<file path="config.mk">
export PLATFORM = sky130hd
export DESIGN_NAME = detector_jogada
export DESIGN_NICKNAME = d
export VERILOG_FILES = /design/src/rtl/detector_jogada.sv
export SDC_FILE = /design/constraint.sdc
export NUM_CORES = 1
export LEC_CHECK = 0
export BUFFER_PORTS_ARGS = -buffer_cell sky130_fd_sc_hd__buf_4
export CAP_MARGIN = 30
export CORE_MARGIN = 3
export CORE_UTILIZATION = 52
export DETAILED_ROUTE_END_ITERATION = 12
export PLACE_DENSITY = 0.81
export REMOVE_ABC_BUFFERS = 1
export SLEW_MARGIN = 5
export SYNTH_ARGS = -nofsm -noshare
export SYNTH_HDL_FRONTEND = slang
export SYNTH_SLANG_ARGS = --single-unit
</file>
<file path="constraint.sdc">
create_clock -name clock -period 2.12 [get_ports clock]
set_input_delay 0.424 -clock clock [delete_from_list [all_inputs] [get_ports clock]]
set_output_delay 0.424 -clock clock [all_outputs]
set_load 0.02 [all_outputs]
</file>
<file path="src/rtl/detector_jogada.sv">
`default_nettype none
// ============================================================================
//  Module   : detector_jogada
//  Purpose  : Player-button input stage for the sequence game. Synchronises
//             and debounces the four buttons, emits a one-cycle jogada_feita
//             strobe with a registered 4-bit play code, and owns the play
//             timeout counter.
//  Option   : DETECTOR_JOGADA_REJEITA_MULTIPLA_EN -- when defined, only
//             one-hot button patterns can become a play.
//  Revision : 1.0 - initial release
// ============================================================================
module detector_jogada #(
    parameter int DEBOUNCE_CICLOS = 4,
    parameter int TIMEOUT_CICLOS  = 5000,
    parameter int TIMEOUT_LARGURA = 13
) (
    input  logic       clock,
    input  logic       reset,
    input  logic [3:0] botoes,
    input  logic       conta_timeout,
    input  logic       zera_timeout,
    output logic       jogada_feita,
    output logic [3:0] jogada,
    output logic       tem_jogada,
    output logic       timeout,
    output logic [3:0] db_estado
);

    localparam int                     DW      = $clog2(DEBOUNCE_CICLOS) + 1;
    localparam logic [DW-1:0]          DEB_FIM = DW'(DEBOUNCE_CICLOS - 1);
    localparam logic [TIMEOUT_LARGURA-1:0] TO_FIM = TIMEOUT_LARGURA'(TIMEOUT_CICLOS - 1);

    typedef enum logic [1:0] {
        ESPERA  = 2'd0,
        FILTRO  = 2'd1,
        ACEITO  = 2'd2,
        SOLTURA = 2'd3
    } estado_t;

    estado_t                    state;
    estado_t                    state_next;
    logic [3:0]                 sinc_meta;
    logic [3:0]                 sinc;
    logic [3:0]                 candidate;
    logic [3:0]                 candidate_next;
    logic [DW-1:0]              cnt_deb;
    logic [DW-1:0]              cnt_deb_next;
    logic [3:0]                 jogada_next;
    logic [TIMEOUT_LARGURA-1:0] cnt_to;
    logic [TIMEOUT_LARGURA-1:0] cnt_to_inc;
    logic                       aceita_padrao;

    // A pattern may start a debounce only if it is a legal play.
`ifdef DETECTOR_JOGADA_REJEITA_MULTIPLA_EN
    assign aceita_padrao = (sinc != 4'd0) && ((sinc & (sinc - 4'd1)) == 4'd0);
`else
    assign aceita_padrao = (sinc != 4'd0);
`endif

    assign jogada_feita = (state == ACEITO);
    assign db_estado    = {2'b00, state};
    assign cnt_to_inc   = cnt_to + TIMEOUT_LARGURA'(1);

    // Two-flop synchroniser on the raw buttons, plus the "any button" level.
    always_ff @(posedge clock or posedge reset) begin
        if (reset) begin
            sinc_meta  <= 4'd0;
            sinc       <= 4'd0;
            tem_jogada <= 1'b0;
        end else begin
            sinc_meta  <= botoes;
            sinc       <= sinc_meta;
            tem_jogada <= (sinc != 4'd0);
        end
    end

    // FSM and debounce datapath registers.
    always_ff @(posedge clock or posedge reset) begin
        if (reset) begin
            state     <= ESPERA;
            candidate <= 4'd0;
            cnt_deb   <= '0;
            jogada    <= 4'd0;
        end else begin
            state     <= state_next;
            candidate <= candidate_next;
            cnt_deb   <= cnt_deb_next;
            jogada    <= jogada_next;
        end
    end

    // Next-state logic: press filter, single-cycle accept, release filter.
    always_comb begin
        state_next     = state;
        candidate_next = candidate;
        cnt_deb_next   = cnt_deb;
        jogada_next    = jogada;
        case (state)
            ESPERA: begin
                if (aceita_padrao) begin
                    candidate_next = sinc;
                    cnt_deb_next   = '0;
                    state_next     = FILTRO;
                end
            end
            FILTRO: begin
                // Any deviation (glitch, release, new pattern) aborts the press.
                if (sinc != candidate) begin
                    state_next = ESPERA;
                end else if (cnt_deb == DEB_FIM) begin
                    jogada_next = candidate;
                    state_next  = ACEITO;
                end else begin
                    cnt_deb_next = cnt_deb + DW'(1);
                end
            end
            ACEITO: begin
                cnt_deb_next = '0;
                state_next   = SOLTURA;
            end
            SOLTURA: begin
                // Only a full run of released cycles re-arms the detector.
                if (sinc != 4'd0) begin
                    cnt_deb_next = '0;
                end else if (cnt_deb == DEB_FIM) begin
                    cnt_deb_next = '0;
                    state_next   = ESPERA;
                end else begin
                    cnt_deb_next = cnt_deb + DW'(1);
                end
            end
            default: begin
                state_next = ESPERA;
            end
        endcase
    end

    // Saturating play-timeout counter with a sticky flag; clear has priority.
    always_ff @(posedge clock or posedge reset) begin
        if (reset) begin
            cnt_to  <= '0;
            timeout <= 1'b0;
        end else if (zera_timeout) begin
            cnt_to  <= '0;
            timeout <= 1'b0;
        end else if (jogada_feita) begin
            cnt_to <= '0;
        end else if (conta_timeout && (cnt_to != TO_FIM)) begin
            cnt_to <= cnt_to_inc;
            if (cnt_to_inc == TO_FIM) begin
                timeout <= 1'b1;
            end
        end
    end

endmodule
`default_nettype wire
</file>
==> results of run 1 <==
==> worst register-to-register path, cell delays in order, from the launching register on <==
cell and delay (ps):
dfrtp_1 390, or4_1 550, o41a_1 560, nand4_1 160, xor2_1 170, nor2_1 60
==> sequential cells by signal, indices dropped and copies added (netlist names), named ones only <==
register,cells
candidate,4
cnt_deb,3
cnt_to,13
jogada,4
sinc,4
sinc_meta,4
state,1
tem_jogada,1
timeout,1
==> layer usage <==
layer	wire length (µm)	GRT usage	part of all wire	vias up
met5	0	0	0	-
met4	83	0.08971	0.024	0
met3	190	0.05199	0.055	11
met2	1693	0.3041	0.49	47
met1	1502	0.2342	0.43	654
li1	-	-	-	636
==> layout by cell type, fill, tap and decap left out, types with 3 or more instances in the layout <==
cell / count
a22o_1: 3
and3_1: 4
buf_4: 26
clkbuf_4: 5
dfrtp_1: 36
ha_1: 4
inv_1: 7
mux2_2: 5
nand2_1: 11
nand3_1: 8
nand4_1: 8
nor2_1: 19
o21ai_0: 3
xnor2_1: 7
xor2_1: 14
==> how the worst min path moves through the flow <==
stage | slack, ps | from | end | cells past startpoint
floorplan | 330 | sinc_meta[0]$_DFF_PP0_ | sinc[0]$_DFF_PP0_ | 0
global placement | 330 | sinc_meta[3]$_DFF_PP0_ | sinc[3]$_DFF_PP0_ | 0
detailed placement | 340 | sinc_meta[1]$_DFF_PP0_ | sinc[1]$_DFF_PP0_ | 0
CTS | 160 | botoes[0] | sinc_meta[0]$_DFF_PP0_ | 1
global route | 140 | botoes[0] | sinc_meta[0]$_DFF_PP0_ | 1
finish | 170 | reset | candidate[1]$_DFFE_PP0P_ | 3
==> power breakdown <==
part	switching, mW	internal (mW)	total (mW)
Clock	0.225	0.247	0.472
Sequential	0.120	0.795	0.915
Combinational	0.254	0.241	0.496
==> cells by family (layout without fill, tap and decap cells) <==
group,Yosys count,after routing
buffers and inverters,17,41
DFF,36,36
AOI/OAI and AO/OA,19,19
muxes,7,7
adders and majority gates,5,5
xor gates and xnor gates,21,21
other,1,2
and+or+nand+nor,65,65
==> Yosys cell counts (all sizes together) (3+ instances only) <==
library cell | number | share of area
xnor2 | 7 | 0.034
inv | 7 | 0.015
nand2 | 11 | 0.023
nand4 | 8 | 0.028
dfrtp | 36 | 0.50
nand3 | 8 | 0.022
clkbuf | 6 | 0.013
xor2 | 14 | 0.068
nor2 | 19 | 0.040
o21ai | 3 | 0.0084
ha | 5 | 0.035
and3 | 4 | 0.014
nor4 | 3 | 0.014
mux2 | 5 | 0.031
buf | 4 | 0.021
a22o | 3 | 0.015
==> through the flow <==
stage,utilization,power [mW],instance area [µm²],cells,hold slack (ps)
after floorplan,-,1.229,1734,162,331.2
after global placement,0.6244,1.385,1984,232,332.1
after detailed placement,0.6244,1.427,1984,232,335.8
after CTS,0.6484,1.901,2061,240,161.5
after global routing,0.6492,2.003,2063,240,141.2
final,0.6492,1.883,2063,240,165.2
==> cell type report <==
type                    instances  share of cell area
clock inverters                 2             0.01698
multi-input cells             119              0.3924
well taps                      44             0.02668
inverters                       7             0.01273
repair buffers                 26             0.09460
clock buffers                   6             0.02001
flip-flops and latches         36              0.4366
==> summary.md, run 1 <==
| Metric | Value |
|---|---|
| Outcome | `completed` |
| Crit path to | `cnt_to[4]$_DFFE_PP0P_` |
| Critical path class | `reg -> reg` |
| Clock transition at path regs | `approximately 110 ps` |
| Final count of hold timing violations | `0` |
| Wire length of the first global-routing pass | `a little over 6 mm` |
| Post-cts sizing count | `0` |
| CP bufs+invs | `0` |
| Setup_tns | `0 ps` |
| Initial antenna violation count | `0` |
| Multi-input logic area | `between 800 and 900 µm²` |
| Synth warn | `0` |
| Core region area | `3178 µm²` |
| All-Layer GR Usage | `0.1887` |
| Post-synth EDFFs | `0` |
| Post-synthesis simple-gate area fraction | `0.1866` |
| Sequential share of the synthesized area | `0.5031` |
| Ys async rst share | `1.000` |
| Launching point of the worst reg2reg path | `cnt_to[3]$_DFFE_PP0P_` |
| Delay-heaviest family, CP | `simple AND/OR/NAND/NOR gates` |
| Final nets | `~210` |
| Largest net degree at the start of global routing | `37` |
| Leak | `~0.97 nW` |
| Crit path capture type | `register` |
| Post-Place Worst Slack | `about 130 ps` |
| Placer Congestion | `0.8375` |
| Sink Count | `36` |
| Reg2reg setup slack | `120 ps` |
| Fmax | `between 0.5 and 0.6 GHz` |
| CTS tree | `yes` |
| Share of layout cells above drive strength 1 | `0.2194` |
| Critical-path maximum fanout | `8` |
| WP depth | `5` |
| Mapped cell area | `about 1800 µm²` |
| Number of port buffers | `16` |
| Site Rows | `20` |
| Detailed Route Iter0 Violations | `83` |
| Root Driver | `clkbuf_4` |
| CTS H-tree depth | `2` |
| Synth Area in Compound Gates | `0.07966` |
| Largest family of logic cells by synthesized area | `simple AND/OR/NAND/NOR gates` |
| Worst EP required | `between 2000 and 2500 ps` |
| I/O pin total | `19` |
| Clock skew | `6.974 ps` |
| Mux share of post-synthesis cell area | `0.04263` |
| Final Max Slew Viols | `0` |
| Max_cap viols | `0` |
| CTS Hold Bufs | `0` |
| Antenna diodes | `0` |
| Area grow syn2layout | `15.23%` |
| Post-route minimum period | `~2000 ps` |
| CTS Buffer Depth | `2` |
| Vias in the first global route | `roughly 1300` |
| Die span in y | `between 60 and 70 µm` |
| Max IR drop VDD | `0.0004980 V` |
| DIE AREA | `~4200 µm²` |
| Total gr overflow | `0` |
| Layout fillers | `265` |
| RSZ-0062 raised after global routing | `false` |
| WL final | `about 3.5 mm` |
| Adder-cell share of the synthesized area | `0.03494` |
| Cells after synthesis | `between 150 and 200` |
| Seq. cell area | `roughly 900 µm²` |
| Critical Path AT | `between 2000 and 2500 ps` |
| Startpoint types | `register` |
| Initial Utilization | `0.5634` |
| Worst Reg2Reg Path Length in Cells | `5` |
| R2r endpoint | `cnt_to[4]$_DFFE_PP0P_` |
| Xor and xnor area share after synthesis | `0.1027` |
| Pwr/cell area | `between 900 and 1000 nW/µm²` |
| Ys flop type | `dfrtp_1` |
| Worst-Skew Late Latency | `between 300 and 400 ps` |
| Vias post-DR | `1348` |
| TritonRoute pass-1 iters | `4` |
| Tcrit/Tclk final | `0.9415` |
| Post-CTS Setup Bufs | `0` |
| Inserted Clock Buffers | `5` |
| Setup ws final | `between 100 and 150 ps` |
| CP Launch Point | `cnt_to[3]$_DFFE_PP0P_` |
| DRC Markers | `0` |
| Post-route antenna net violation count | `0` |
| DR vias/cell | `5.617` |
| Hpwl dp | `2.496 mm` |
| DIE WIDTH | `64.68 µm` |
| Synth unique cells | `38` |
| Synthesis-stage register bit count | `36` |
| Critical path's largest stage delay | `around 560 ps` |
| Slowest CP cell | `o41a_1` |
| WL/cell | `14.46 µm` |
| Hold Crit Class | `in -> async` |
| Final setup vio count | `0` |
| Crit path cell chain | `or4_1 > o41a_1 > nand4_1 > xor2_1 > nor2_1` |
| Avg Cell Area, Syn | `about 10 µm²` |
Power figures use the tool's default switching activity.
==> run 2, diff against run 1 <==
--- a/config.mk
+++ b/config.mk
@@ -7,9 +7,9 @@
 export LEC_CHECK = 0
 export BUFFER_PORTS_ARGS = -buffer_cell sky130_fd_sc_hd__buf_4
 export CAP_MARGIN = 30
-export CORE_MARGIN = 3
 export CORE_UTILIZATION = 52
 export DETAILED_ROUTE_END_ITERATION = 12
+export GPL_TIMING_DRIVEN = 0
 export PLACE_DENSITY = 0.81
 export REMOVE_ABC_BUFFERS = 1
 export SLEW_MARGIN = 5
==> summary.md, run 2 (same netlist as run 1, synthesis figures left out) <==
| Metric | Value |
|---|---|
| CTS Hold Bufs | `0 (unchanged)` |
| Startpoint types | `register` |
| Fmax | `0.4969 GHz (-0.81%)` |
| Core region area | `3153 µm² (-0.79%)` |
| Final nets | `201 (-3.4%)` |
| Initial Utilization | `0.5679 (+0.004471)` |
| Slowest CP cell | `or4_1` |
| Worst Reg2Reg Path Length in Cells | `5 (unchanged)` |
| Crit path cell chain | `or4_1 > o41a_1 > buf_4 > xnor2_1 > nor2_1` |
| CP bufs+invs | `1 (+1)` |
| Antenna diodes | `0 (unchanged)` |
| Detailed Route Iter0 Violations | `52 (-37%)` |
| Worst EP required | `2330 ps (-30 ps)` |
| Vias in the first global route | `1215 (-8.9%)` |
| All-Layer GR Usage | `0.2029 (+0.01420)` |
| I/O pin total | `19 (unchanged)` |
| Outcome | `completed` |
| R2r endpoint | `cnt_to[0]$_DFFE_PP0P_` |
| WL final | `3.195 mm (-7.9%)` |
| Launching point of the worst reg2reg path | `cnt_to[3]$_DFFE_PP0P_` |
| Post-route minimum period | `2012 ps (+16.26 ps)` |
| CTS Buffer Depth | `2 (unchanged)` |
| Clock skew | `6.871 ps (-0.1035 ps)` |
| Site Rows | `20 (unchanged)` |
| Pwr/cell area | `930.9 nW/µm² (+2.0%)` |
| Hold slack | `160.1 ps (-5.144 ps)` |
| Setup_tns | `0 ps (unchanged)` |
| Worst-Skew Late Latency | `330 ps (-20 ps)` |
| RSZ-0062 raised after global routing | `false` |
| Most frequent cells in the layout | `dfrtp_1 (33), nor2_1 (19), buf_4 (18), xor2_1 (14), nand2_1 (11)` |
| Final setup vio count | `0 (unchanged)` |
| Delay-heaviest family, CP | `simple AND/OR/NAND/NOR gates` |
| Area grow syn2layout | `15.93%` |
| Critical path class | `reg -> reg` |
| Number of port buffers | `16 (unchanged)` |
| Placer Congestion | `0.8480 (+1.3%)` |
| Critical Path AT | `2230 ps (about the same)` |
| Core Util, Final | `0.6583 (+0.009120)` |
| Most common cell after layout, fill and taps aside | `dfrtp_1` |
| Max reg flops | `13 (unchanged)` |
| Reg2reg setup slack | `110 ps (-20 ps)` |
| Max transition margin | `0.5824` |
| Wire length of the first global-routing pass | `5.278 mm (-13%)` |
| Hpwl dp | `2.231 mm (-11%)` |
| Clock transition at path regs | `110 ps (about the same)` |
| Critical path's largest stage delay | `570 ps (about the same)` |
| Critical-path maximum fanout | `6 (-2)` |
| Max_cap viols | `0 (unchanged)` |
| Vias post-DR | `1297 (-3.8%)` |
| DIE AREA | `3682 µm² (-12%)` |
| Final Max Slew Viols | `0 (unchanged)` |
| Tcrit/Tclk final | `0.9492 (+0.007671)` |
| Root Driver | `clkbuf_4` |
| WL/cell | `13.71 µm (-5.2%)` |
| DIE WIDTH | `60.68 µm (-6.2%)` |
| DR vias/cell | `5.567 (-0.89%)` |
| Worst slew pin tran | `~630 ps` |
| Inserted Clock Buffers | `5 (unchanged)` |
| Crit path capture type | `register` |
| TritonRoute pass-1 iters | `4 (unchanged)` |
| Total gr overflow | `0 (unchanged)` |
| Die span in y | `60.68 µm (-6.2%)` |
| Hold Crit Class | `in -> async` |
| CTS tree | `yes` |
| Largest net degree at the start of global routing | `24 (-35%)` |
| Initial antenna violation count | `0 (unchanged)` |
| Post-route antenna net violation count | `0 (unchanged)` |
| CTS H-tree depth | `2 (unchanged)` |
| Final Non-Filler Cells | `233 (-2.9%)` |
| Final count of hold timing violations | `0 (unchanged)` |
| Sink Count | `36 (unchanged)` |
| DRC Markers | `0 (unchanged)` |
| Largest Register | `cnt_to` |
| Share of layout cells above drive strength 1 | `0.2222 (+0.002834)` |
| Placed Cells | `223 (-3.9%)` |
| Max IR drop VDD | `0.0004956 V (-0.48%)` |
| Leak | `0.9559 nW (-1.8%)` |
## run 2: changes by cell type in the layout (fill, tap and decap cells not counted), sizes merged
cell    previous run  this run
buf               26        19
clkbuf             6         7
clkinv             1         0
## run 2: layout make-up
| type | count | area (µm²) |
|---|---|---|
| Fill cell | 249 | 1077 |
| Tap cell | 44 | 55.05 |
| Clock inverter | 1 | 30.03 |
| Inverter | 7 | 26.28 |
| Sequential cell | 36 | 904.6 |
| Clock buffer | 7 | 65.06 |
| Multi-Input combinational cell | 119 | 832.0 |
| Timing Repair Buffer | 19 | 162.7 |
## run 2: per-layer routing
metal,up-vias,GRT usage,share of wire,wire length [µm]
met5,-,0,0,0
met4,0,0.09091,0.014,46
li1,622,-,-,-
met1,632,0.2577,0.46,1480
met2,37,0.3297,0.48,1524
met3,6,0.05117,0.045,144
## run 2: metrics by stage
step	power (mW)	area (µm²)	setup slack, ps
after floorplan	1.229	1734	179.3
after global placement	1.359	1909	11.63
after detailed placement	1.397	1937	-7.274
after CTS	1.941	2052	10.43
after global routing	2.041	2076	15.67
final	1.932	2076	107.7
## run 2: worst max path at each step
stage	from	end	slack, ps	cells after the start
after floorplan	cnt_to[3]$_DFFE_PP0P_	cnt_to[5]$_DFFE_PP0P_	180	5
after global placement	cnt_to[0]$_DFFE_PP0P_	cnt_to[11]$_DFFE_PP0P_	10	6
after detailed placement	cnt_to[0]$_DFFE_PP0P_	cnt_to[11]$_DFFE_PP0P_	-7	6
after CTS	sinc[0]$_DFF_PP0_	cnt_deb[1]$_DFFE_PP0P_	10	4
after global routing	cnt_to[3]$_DFFE_PP0P_	cnt_to[0]$_DFFE_PP0P_	20	5
final	cnt_to[3]$_DFFE_PP0P_	cnt_to[0]$_DFFE_PP0P_	110	5
## run 2: worst register-to-register path, cell delays in order (launching register included)
cell and delay [ps]:
dfrtp_2 450, or4_1 570, o41a_1 490, buf_4 190, xnor2_1 140, nor2_1 60
## run 2: timing repair
action	in CTS	in global routing
setup buffers	0	2
endpoints found under the setup margin	5	5
pin swaps	1	3
gates cloned	0	0
resized for setup	3	4
## run 2: where the power goes
part           switching, mW  internal (mW)  total (mW)
Combinational          0.254          0.233       0.486
Sequential             0.118          0.796       0.914
Clock                  0.219          0.313       0.532
Total                  0.591           1.34        1.93
==> run 3, diff against run 2 <==
--- a/config.mk
+++ b/config.mk
@@ -10,7 +10,7 @@
 export CORE_UTILIZATION = 52
 export DETAILED_ROUTE_END_ITERATION = 12
 export GPL_TIMING_DRIVEN = 0
-export PLACE_DENSITY = 0.81
+export PLACE_DENSITY = 0.75
 export REMOVE_ABC_BUFFERS = 1
 export SLEW_MARGIN = 5
 export SYNTH_ARGS = -nofsm -noshare
==> summary.md, run 3 (same netlist as run 1, synthesis figures left out) <==
| Metric | Value |
|---|---|
| Initial antenna violation count | `0 (unchanged)` |
| Worst slew pin tran | `541.1 ps (-84.67 ps)` |
| Initial Utilization | `0.5679 (unchanged)` |
| Crit path capture type | `register` |
| Clock skew | `8.934 ps (+2.064 ps)` |
| CTS H-tree depth | `2 (unchanged)` |
| Detailed Route Iter0 Violations | `77 (+48%)` |
| Most frequent cells in the layout | `dfrtp_1 (34), nor2_1 (19), buf_4 (16), xor2_1 (14), nand2_1 (11)` |
| Area grow syn2layout | `14.54%` |
| Post-route minimum period | `2051 ps (+38.51 ps)` |
| CTS Buffer Depth | `2 (unchanged)` |
| Max reg flops | `13 (unchanged)` |
| Fmax | `0.4876 GHz (-1.9%)` |
| Number of port buffers | `16 (unchanged)` |
| Critical path class | `reg -> reg` |
| WL final | `3.152 mm (-1.3%)` |
| Outcome | `completed` |
| Post-CTS Setup Bufs | `0 (unchanged)` |
| Layout fillers | `276 (+11%)` |
| Max transition margin | `0.6371 (+0.05473)` |
| Antenna diodes | `0 (unchanged)` |
| Multi-input logic area | `835.8 µm² (+0.45%)` |
| Wire length of the first global-routing pass | `5.285 mm (+0.13%)` |
| Hold Crit Class | `in -> async` |
| DRC Markers | `0 (unchanged)` |
| Tcrit/Tclk final | `0.9674 (+0.01817)` |
| Die span in y | `60.68 µm (unchanged)` |
| Post-Place Worst Slack | `-90.08 ps (-82.81 ps)` |
| Critical Path AT | `2270 ps (+40 ps)` |
| Vias in the first global route | `1191 (-2.0%)` |
| Root Driver | `clkbuf_4` |
| Pwr/cell area | `908.7 nW/µm² (-2.4%)` |
| Most common cell after layout, fill and taps aside | `dfrtp_1` |
| Placer Congestion | `0.8763 (+3.3%)` |
| Site Rows | `20 (unchanged)` |
| Largest net degree at the start of global routing | `24 (unchanged)` |
| Leak | `0.9394 nW (-1.7%)` |
| Total gr overflow | `0 (unchanged)` |
| Worst-Skew Late Latency | `340 ps (about the same)` |
| Final count of hold timing violations | `0 (unchanged)` |
| DR vias/cell | `5.478 (-1.6%)` |
| R2r endpoint | `cnt_to[11]$_DFFE_PP0P_` |
| Final nets | `200 (-0.50%)` |
| Core Util, Final | `0.6504 (-0.007936)` |
| Worst Reg2Reg Path Length in Cells | `5 (unchanged)` |
| Setup ws final | `69.19 ps (-38.51 ps)` |
| Post-route antenna net violation count | `0 (unchanged)` |
| CTS Hold Bufs | `0 (unchanged)` |
| Share of layout cells above drive strength 1 | `0.2074 (-0.01478)` |
| I/O pin total | `19 (unchanged)` |
| All-Layer GR Usage | `0.2011 (-0.001820)` |
| Placed Cells | `223 (unchanged)` |
| Max IR drop VDD | `0.0005259 V (+6.1%)` |
| Core region area | `3153 µm² (unchanged)` |
| Worst EP required | `2340 ps (about the same)` |
| Max_cap viols | `0 (unchanged)` |
| CTS tree | `yes` |
| Final Max Slew Viols | `0 (unchanged)` |
| Inserted Clock Buffers | `5 (unchanged)` |
| Clock transition at path regs | `110 ps (about the same)` |
| Startpoint types | `register` |
| TritonRoute pass-1 iters | `4 (unchanged)` |
| Critical-path maximum fanout | `7 (+1)` |
| Final Non-Filler Cells | `232 (-0.43%)` |
| Seq. cell area | `903.4 µm² (-0.14%)` |
| Launching point of the worst reg2reg path | `cnt_to[3]$_DFFE_PP0P_` |
| DIE WIDTH | `60.68 µm (unchanged)` |
| Vias post-DR | `1271 (-2.0%)` |
| DIE AREA | `3682 µm² (unchanged)` |
| PnR Total Power | `1.863 mW (-3.6%)` |
| Sink Count | `36 (unchanged)` |
| Hpwl dp | `2.194 mm (-1.6%)` |
| Final setup vio count | `0 (unchanged)` |
| Largest Register | `cnt_to` |
| Reg2reg setup slack | `70 ps (-40 ps)` |
| WL/cell | `13.59 µm (-0.92%)` |
-- run 3: report_power, final --
part           switching (mW)  internal, mW
combinational           0.247         0.228
clock                   0.229         0.246
sequential              0.119         0.796
-- run 3: worst max-delay path by stage --
stage	startpoint	endpoint	slack, ps	cells past startpoint
2_1_floorplan	cnt_to[3]$_DFFE_PP0P_	cnt_to[5]$_DFFE_PP0P_	180	5
3_3_place_gp	cnt_to[0]$_DFFE_PP0P_	cnt_to[11]$_DFFE_PP0P_	-50	6
3_5_place_dp	cnt_to[0]$_DFFE_PP0P_	cnt_to[11]$_DFFE_PP0P_	-90	6
4_1_cts	cnt_to[3]$_DFFE_PP0P_	cnt_to[5]$_DFFE_PP0P_	6	5
5_1_grt	sinc[1]$_DFF_PP0_	jogada[1]$_DFFE_PP0P_	-70	5
6_report	cnt_to[3]$_DFFE_PP0P_	cnt_to[11]$_DFFE_PP0P_	70	5
-- run 3: through the flow --
step,setup TNS [ps],cell area (µm²),hold WS [ps]
2_1_floorplan,0,1734,331.2
3_3_place_gp,-66.29,1909,333.1
3_5_place_dp,-246.2,1924,334.7
4_1_cts,0,2014,164.6
5_1_grt,-244.7,2051,72.06
6_report,0,2051,64.03
-- run 3: final cells by class --
cell class                      instances  area share
Clock inverter                          3     0.02074
Clock buffer                            5     0.01830
Inverter                                7     0.01281
Tap cell                               44     0.02685
Sequential cell                        36      0.4405
Multi-Input combinational cell        119      0.4076
Timing Repair Buffer                   18     0.07322
-- run 3: critical path: stages, from the launching register on --
cell and delay, ps:
dfrtp_1 480, or4_1 590, o41ai_2 520, nor3_1 140, xnor2_1 150, nor2_1 50
-- run 3: routing by layer --
layer	part of all wire	wire length, µm	GRT usage
met3	0.041	128	0.05757
met2	0.49	1537	0.3312
met5	0	0	0
met1	0.46	1459	0.2549
met4	0.0086	27	0.07143
-- run 3: repair_timing --
item | CTS | global route
pin swaps | 0 | 1
resized for setup | 2 | 4
setup endpoints to repair | 7 | 7
cloned | 0 | 0
